## config.mk

```make
export PLATFORM = sky130hd
export DESIGN_NAME = dual_issue_decode
export DESIGN_NICKNAME = d
export VERILOG_FILES = /design/src/rtl/dual_issue_decode.sv
export SDC_FILE = /design/constraint.sdc
export NUM_CORES = 1
export LEC_CHECK = 0
export ABC_AREA = 1
export CAP_MARGIN = 0
export CORE_UTILIZATION = 30
export DETAILED_ROUTE_END_ITERATION = 8
export GPL_ROUTABILITY_DRIVEN = 0
export PLACE_DENSITY = 0.58
export SLEW_MARGIN = 20
export SYNTH_ARGS = -nofsm -noshare
export SYNTH_HDL_FRONTEND = slang
export SYNTH_SLANG_ARGS = --single-unit
```

## constraint.sdc

```tcl
create_clock -name clk -period 6.1 [get_ports clk]
set_input_delay 1.525 -clock clk [delete_from_list [all_inputs] [get_ports clk]]
set_output_delay 1.525 -clock clk [all_outputs]
set_load 0.1 [all_outputs]
```

## src/rtl/dual_issue_decode.sv

```systemverilog
// Dual-issue decode stage: routes a fetched instruction pair onto the even
// (arithmetic) and odd (load/store/branch/shuffle) issue registers, splitting
// unpairable pairs across two cycles while holding fetch.
module dual_issue_decode #(
  parameter int bitsize = 11
) (
  input  logic               clk,
  input  logic               reset,
  input  logic [31:0]        instr1_in,
  input  logic [31:0]        instr2_in,
  input  logic [bitsize-1:0] pc_in,
  input  logic               fetch_valid,
  input  logic               stall_in,
  input  logic               flush,
  output logic               pc_enable,
  output logic [31:0]        even_instr,
  output logic               even_valid,
  output logic [bitsize-1:0] even_pc,
  output logic [31:0]        odd_instr,
  output logic               odd_valid,
  output logic [bitsize-1:0] odd_pc
);

  localparam logic [31:0] NOP  = 32'h4020_0000;
  localparam logic [31:0] LNOP = 32'h0020_0000;

  typedef enum logic {PAIR, SPLIT} state_t;

  typedef struct packed {
    logic [31:0]        instr;
    logic               valid;
    logic [bitsize-1:0] pc;
  } slot_t;

  // Filler slots carry PC 0 so an empty slot never leaks a stale address.
  localparam slot_t EVEN_FILL = '{instr: NOP,  valid: 1'b0, pc: {bitsize{1'b0}}};
  localparam slot_t ODD_FILL  = '{instr: LNOP, valid: 1'b0, pc: {bitsize{1'b0}}};

  state_t             state, state_d;
  slot_t              even_q, even_d, odd_q, odd_d;
  logic [31:0]        hold_instr, hold_instr_d;
  logic [bitsize-1:0] hold_pc, hold_pc_d;
  logic [bitsize-1:0] pc_next;
  logic               raw, pairable;
  logic               single;
  logic [31:0]        single_instr;
  logic [bitsize-1:0] single_pc;

  // pc_in+1 wraps naturally at the PC width.
  assign pc_next  = pc_in + bitsize'(1);
  assign raw      = (instr1_in[6:0] == instr2_in[13:7]) ||
                    (instr1_in[6:0] == instr2_in[20:14]);
  assign pairable = !instr1_in[28] && instr2_in[28] && !raw;

  // Fetch may advance unless held by reset/stall or an unpairable pair is being split.
  assign pc_enable = !reset && (flush || !stall_in) &&
                     !(state == PAIR && fetch_valid && !pairable);

  // Next-state and next issue-slot contents.
  always_comb begin
    state_d      = state;
    even_d       = EVEN_FILL;
    odd_d        = ODD_FILL;
    hold_instr_d = hold_instr;
    hold_pc_d    = hold_pc;
    single       = 1'b0;
    single_instr = 32'h0;
    single_pc    = {bitsize{1'b0}};
    case (state)
      PAIR: begin
        if (fetch_valid) begin
          if (pairable) begin
            even_d = '{instr: instr1_in, valid: 1'b1, pc: pc_in};
            odd_d  = '{instr: instr2_in, valid: 1'b1, pc: pc_next};
          end else begin
            single       = 1'b1;
            single_instr = instr1_in;
            single_pc    = pc_in;
            hold_instr_d = instr2_in;
            hold_pc_d    = pc_next;
            state_d      = SPLIT;
          end
        end
      end
      SPLIT: begin
        single       = 1'b1;
        single_instr = hold_instr;
        single_pc    = hold_pc;
        state_d      = PAIR;
      end
      default: state_d = PAIR;
    endcase
    // A lone instruction goes to the slot of its pipe class.
    if (single) begin
      if (single_instr[28]) odd_d  = '{instr: single_instr, valid: 1'b1, pc: single_pc};
      else                  even_d = '{instr: single_instr, valid: 1'b1, pc: single_pc};
    end
  end

  // State, issue and hold registers: reset > flush > stall > advance.
  always_ff @(posedge clk or posedge reset) begin
    if (reset) begin
      state      <= PAIR;
      even_q     <= EVEN_FILL;
      odd_q      <= ODD_FILL;
      hold_instr <= 32'h0;
      hold_pc    <= {bitsize{1'b0}};
    end else if (flush) begin
      state      <= PAIR;
      even_q     <= EVEN_FILL;
      odd_q      <= ODD_FILL;
      hold_instr <= 32'h0;
      hold_pc    <= {bitsize{1'b0}};
    end else if (!stall_in) begin
      state      <= state_d;
      even_q     <= even_d;
      odd_q      <= odd_d;
      hold_instr <= hold_instr_d;
      hold_pc    <= hold_pc_d;
    end
  end

  assign even_instr = even_q.instr;
  assign even_valid = even_q.valid;
  assign even_pc    = even_q.pc;
  assign odd_instr  = odd_q.instr;
  assign odd_valid  = odd_q.valid;
  assign odd_pc     = odd_q.pc;

endmodule

```

Word-level counts from Yosys, hierarchy flattened

Index checks and enable logic that the tools add are counted.

Add/sub/neg operators: 1
$mul: 0
Div/mod/pow operators: 0
Order comparisons: 0
Equality and inequality tests: 5
Shift operators: 0
Mux-type cells: 36
Bitwise logic cells: 1
Reduce and logical (&&, ||, !) cells: 16

Operators with widths:

| cell                                                                     | number |
|---|---|
| 44-bit two-way mux                                                       | 14 |
| 32-bit two-way mux                                                       | 7 |
| 11-bit two-way mux                                                       | 7 |
| 32-bit case mux with 2 select lines                                      | 1 |
| 11-bit case mux with 2 select lines                                      | 1 |
| 7-bit equality test                                                      | 2 |
| 11-bit by 1-bit adder with 11-bit output (second input constant)         | 1 |
| 1-bit logical AND                                                        | 6 |
| 1-bit zero test                                                          | 6 |
| 1-bit two-way mux                                                        | 4 |
| 2-bit inequality test (second input constant)                            | 2 |
| 1-bit case mux with 2 select lines                                       | 2 |
| 4-bit AND reduction                                                      | 1 |
| 1-bit logical OR                                                         | 2 |
| 2-bit by 1-bit inequality test with 1-bit output (second input constant) | 1 |
| 2-bit nonzero test                                                       | 1 |
| 1-bit inverter                                                           | 1 |

Flip-flop bits (word level): 132
Latch bits: 0
Memory bits (writable): 0
Memory bits (read-only): 0
Bits of input ports: 80
Output and inout bits: 89
Logic and storage cells: 68
Memories kept: 0

Logic depth before layout (Yosys ltp)

Word-level depth: 11
Mapped depth: 14

Worst setup path before layout

OpenSTA, ideal clock, no wires.

Path type: input to output
Start point: input port instr2_in[19]
End point: output port pc_enable
Arrival: 4.330 ns
Data required time: 4.575 ns
Setup slack: 0.245 ns
Stages on the path: 11
Path buffers: 1
Cell sequence: inv_1 -> nand2_1 -> nand2_1 -> nand2_1 -> nor2_2 -> nand2_2 -> nand3_4 -> nand2_2 -> inv_2 -> buf_2 -> nor3_1

Cells in the longest elaborated chain, start to end: 8

Ends and longest elaborated chain:

| what                | line | RTL |
|---|---|---|
| from (decl)         | 10   | `input logic [31:0] instr2_in,` |
| 7-bit equality test | 52   | `(instr1_in[6:0] == instr2_in[20:14]);` |
| 1-bit logical OR    | 51   | `assign raw = (instr1_in[6:0] == instr2_in[13:7]) \|\|` |
| 1-bit zero test     | 53   | `assign pairable = !instr1_in[28] && instr2_in[28] && !raw;` |
| 1-bit logical AND   | 53   |  |
| 1-bit zero test     | 57   | `!(state == PAIR && fetch_valid && !pairable);` |
| 1-bit logical AND   | 57   |  |
| 1-bit zero test     | 57   |  |
| 1-bit logical AND   | 56   | `assign pc_enable = !reset && (flush \|\| !stall_in) &&` |
| to (decl)           | 15   | `output logic pc_enable,` |

Every way passes these cells.

Final worst setup path

Start point: input port instr1_in[6]
End point: output port pc_enable

Cells in the longest elaborated chain, start to end: 8
Elaborated cells between the ends (all ways): 9
Classes of those cells: eq/ne: 2; reduce/logical: 7

Ends and longest elaborated chain:

| what                                   | line   | RTL |
|---|---|---|
| from (decl)                            | 9      | `input logic [31:0] instr1_in,` |
| 7-bit equality test (on tied branches) | 51, 52 |  |
| 1-bit logical OR (*)                   | 51     |  |
| 1-bit zero test (*)                    | 53     |  |
| 1-bit logical AND (*)                  | 53     |  |
| 1-bit zero test (*)                    | 57     |  |
| 1-bit logical AND (*)                  | 57     |  |
| 1-bit zero test (*)                    | 57     |  |
| 1-bit logical AND (*)                  | 56     |  |

Every way passes the cells marked *; elsewhere a longest branch is shown, timed or not.

==> impl_metrics.csv <==
group,metric,value,unit
finish,fill_cells,2582,
finish,diodes,0,
timing,rsz0062_at_grt,"false",
detailed_routing,dr.pass1.iters,5,
placement,dp_cells,1522,
synthesis,synth_edf_count,0,
synthesis,syn_area_per_cell,7.06,um^2
synthesis,synthFlopType,"dfrtp_1",
cts,clockBufferDepth,2,
detailed_routing,wl,27200,um
detailed_routing,avgViaCountPerCell,5.06,
detailed_routing,post-route-drc-count,0,
power_and_ir_drop,netSwitchingPower,946,uW
timing,fin_crit,4830,ps
timing,worst-slew-pin-transition,1090,ps
min_path,hp-class,"flop to flop",
cts,clkSlewWorstSetupHoldPaths,60,ps
placement,dp_hpwl,16600,um
floorplan,dieArea,0.0263,mm^2
timing,finalSetupViolCount,0,
setup_path,critical_path_class,"primary input to output pin",
global_routing,antenna_found_initial,0,
global_routing,grt_max_degree,110,
timing,hold_ws,477,ps
timing,finalCritPeriodShare,79.2,%
synthesis,yosys.area.top_type_share,41.9,%
setup_path,critical_path_required,4580,ps
cts,post_cts_buffers,0,
finish,fin_nets,1293,
run,maxCapViolations,0,
placement,io_buffers,168,
cts,clockRootBuffer,"clkbuf_16",
setup_path,start_kind,"primary input",
cts,cts_htree_levels,4,
timing,skew,7.84,ps
synthesis,synthDistinctLibCells,36,
synthesis,ys_warn_count,0,
synthesis,yosysSeqAreaShare,43.0,%
floorplan,coreArea,0.0252,mm^2
finish,final_common_cell,"nand2_1",
timing,maxSlewHeadroom,27.2,%
synthesis,async_reset_ff_share,100,%
detailed_routing,dr_total_vias,7861,
global_routing,grt_use_total,21.1,%
timing,fin_tns_setup,0,ps
timing,setup_ws,1270,ps
power_and_ir_drop,pwr-share-comb,24.3,%
setup_path,rrSetupSlack,3320,ps
synthesis,ys_ff_latch,132,
power_and_ir_drop,power.density,278,mW/mm^2
cts,clkSinkCount,132,
cts,ctsResizeCount,0,
power_and_ir_drop,seqPwrFrac,33.4,%
finish,syn_to_final_growth,32.9,%
timing,drv_slew,0,
detailed_routing,drt_iter0_drc,717,
power_and_ir_drop,peakVddDrop,0.142,mV
floorplan,initial_core_util,30.6,%
cts,cts_tree,"done",
power_and_ir_drop,p_sw_share,33.2,%
global_routing,grt_pass1_wl,42800,um
finish,final_layout_size_suffix_gt1_share,6.37,%
synthesis,synth_area,0.00770,mm^2
placement,placed_area,0.00952,mm^2
global_routing,grt_pass1_vias,7529,
cts,numCtsBuffers,17,
synthesis,synthTopCellsByArea,"dfrtp_1 (42%), nand2_1 (21%), nand3_1 (14%), o21ai_0 (3.9%), nand4_1 (2.4%)",
cts,insertion_delay,420,ps
setup_path,crit_path_end_kind,"output pin",
placement,pre_cts_slack,1270,ps
synthesis,synth.largest_area_cell,"dfrtp_1",
setup_path,arrival,3310,ps
floorplan,die_x,162,um
synthesis,synthCells,1090,
finish,design_area,0.0102,mm^2
power_and_ir_drop,internal_power,1.90,mW
floorplan,io_pins,169,
timing,fmax,0.207,GHz
setup_path,cp_max_fo,4,
power_and_ir_drop,p_leak,5.06,nW
global_routing,grt_overflow,0,
detailed_routing,wl_per_cell,17.5,um
cts,cts-hold-fix-buffers,0,
finish,fin_cells,1555,
timing,hold_violations,0,
floorplan,die_h,162,um
detailed_routing,ant_nets,0,
power_and_ir_drop,pwr-share-clk,42.3,%
floorplan,rows,58,
finish,final_cell_mix,"nand2_1 (426), nand3_1 (212), clkdlybuf4s50_1 (166)",
status,status,"completed",
synthesis,synth_fp_nets,1171,
==> path summary, 6_finish.rpt <==
kind                              start             end  depth (start not counted)
hold reg to reg              hold_pc[2]      hold_pc[2]                          2
setup reg to reg                  state      even_pc[9]                          8
max in group asynchronous         reset  even_instr[12]                          3
min in group asynchronous         reset  even_instr[10]                          2
setup / recovery           instr1_in[6]       pc_enable                          9
hold / removal               hold_pc[2]      hold_pc[2]                          2
==> power groups by stage <==
| stage | sequential (mW) | clock (mW) | combinational (mW) |
|---|---|---|---|
| 2_1_floorplan | 1.19 | 0 | 0.246 |
| 3_3_place_gp | 0.966 | 0 | 0.687 |
| 3_5_place_dp | 0.965 | 0 | 0.690 |
| 4_1_cts | 0.950 | 1.22 | 0.692 |
| 5_1_grt | 0.956 | 1.26 | 0.739 |
| 6_report | 0.950 | 1.20 | 0.693 |
==> flip-flops by register name, summed over array words and instances (netlist names) <==
| name | count |
|---|---|
| hold_instr | 32 |
| even_instr | 32 |
| even_valid | 1 |
| even_pc | 11 |
| hold_pc | 11 |
| odd_instr | 32 |
| odd_valid | 1 |
| odd_pc | 11 |
| state | 1 |
==> Yosys cell counts (4+ instances only) <==
cell type,count
buf_1,4
buf_2,14
buf_4,7
buf_6,11
clkbuf_1,47
dfrtp_1,129
inv_1,40
nand2_1,426
nand3_1,212
nand4_1,29
nor2_1,37
o21ai_0,60
o21ai_1,24
xnor2_1,7
xor2_1,10
==> critical path: stages <==
cell and delay (ps):
clkdlybuf4s50_1 680, xor2_1 200, nor2_2 80, nand2_2 110, nand3_4 90, nand2_2 80
inv_2 30, nor3_1 270, buf_12 220
==> through the flow <==
step	util (%)	power [mW]
floorplan	-	1.44
global placement	37.8	1.65
detailed placement	37.8	1.66
CTS	40.5	2.87
global route	40.6	2.96
finish	40.6	2.85
==> kinds of logic (layout without fill, tap and decap cells) <==
family          Yosys count  count (layout)  synth area share, %
fa+ha+maj                 1               1                0.163
buf+inv                 128             263                 7.90
simple gates            722             722                 40.8
flops                   132             132                 43.0
xor+xnor                 17              17                 1.93
compound gates           90              90                 6.29
==> routing by layer <==
| metal | track usage (%) | vias up | routed length, um |
|---|---|---|---|
| met5 | 0 | - | 0 |
| met4 | 6.05 | 0 | 460 |
| met3 | 4.21 | 30 | 1520 |
| met2 | 32.5 | 280 | 12300 |
| met1 | 29.7 | 3758 | 13000 |
| li1 | - | 3793 | - |
==> area by class of cell <==
| class | instances | area (um^2) | area share, % |
|---|---|---|---|
| multi-input combinational | 830 | 3800 | 37.1 |
| tap | 330 | 413 | 4.03 |
| sequential | 132 | 3310 | 32.3 |
| inverter | 44 | 173 | 1.69 |
| timing repair buffer | 187 | 1860 | 18.2 |
| clock inverter | 7 | 165 | 1.61 |
| clock buffer | 25 | 515 | 5.04 |
Power figures use the tool's default switching activity.
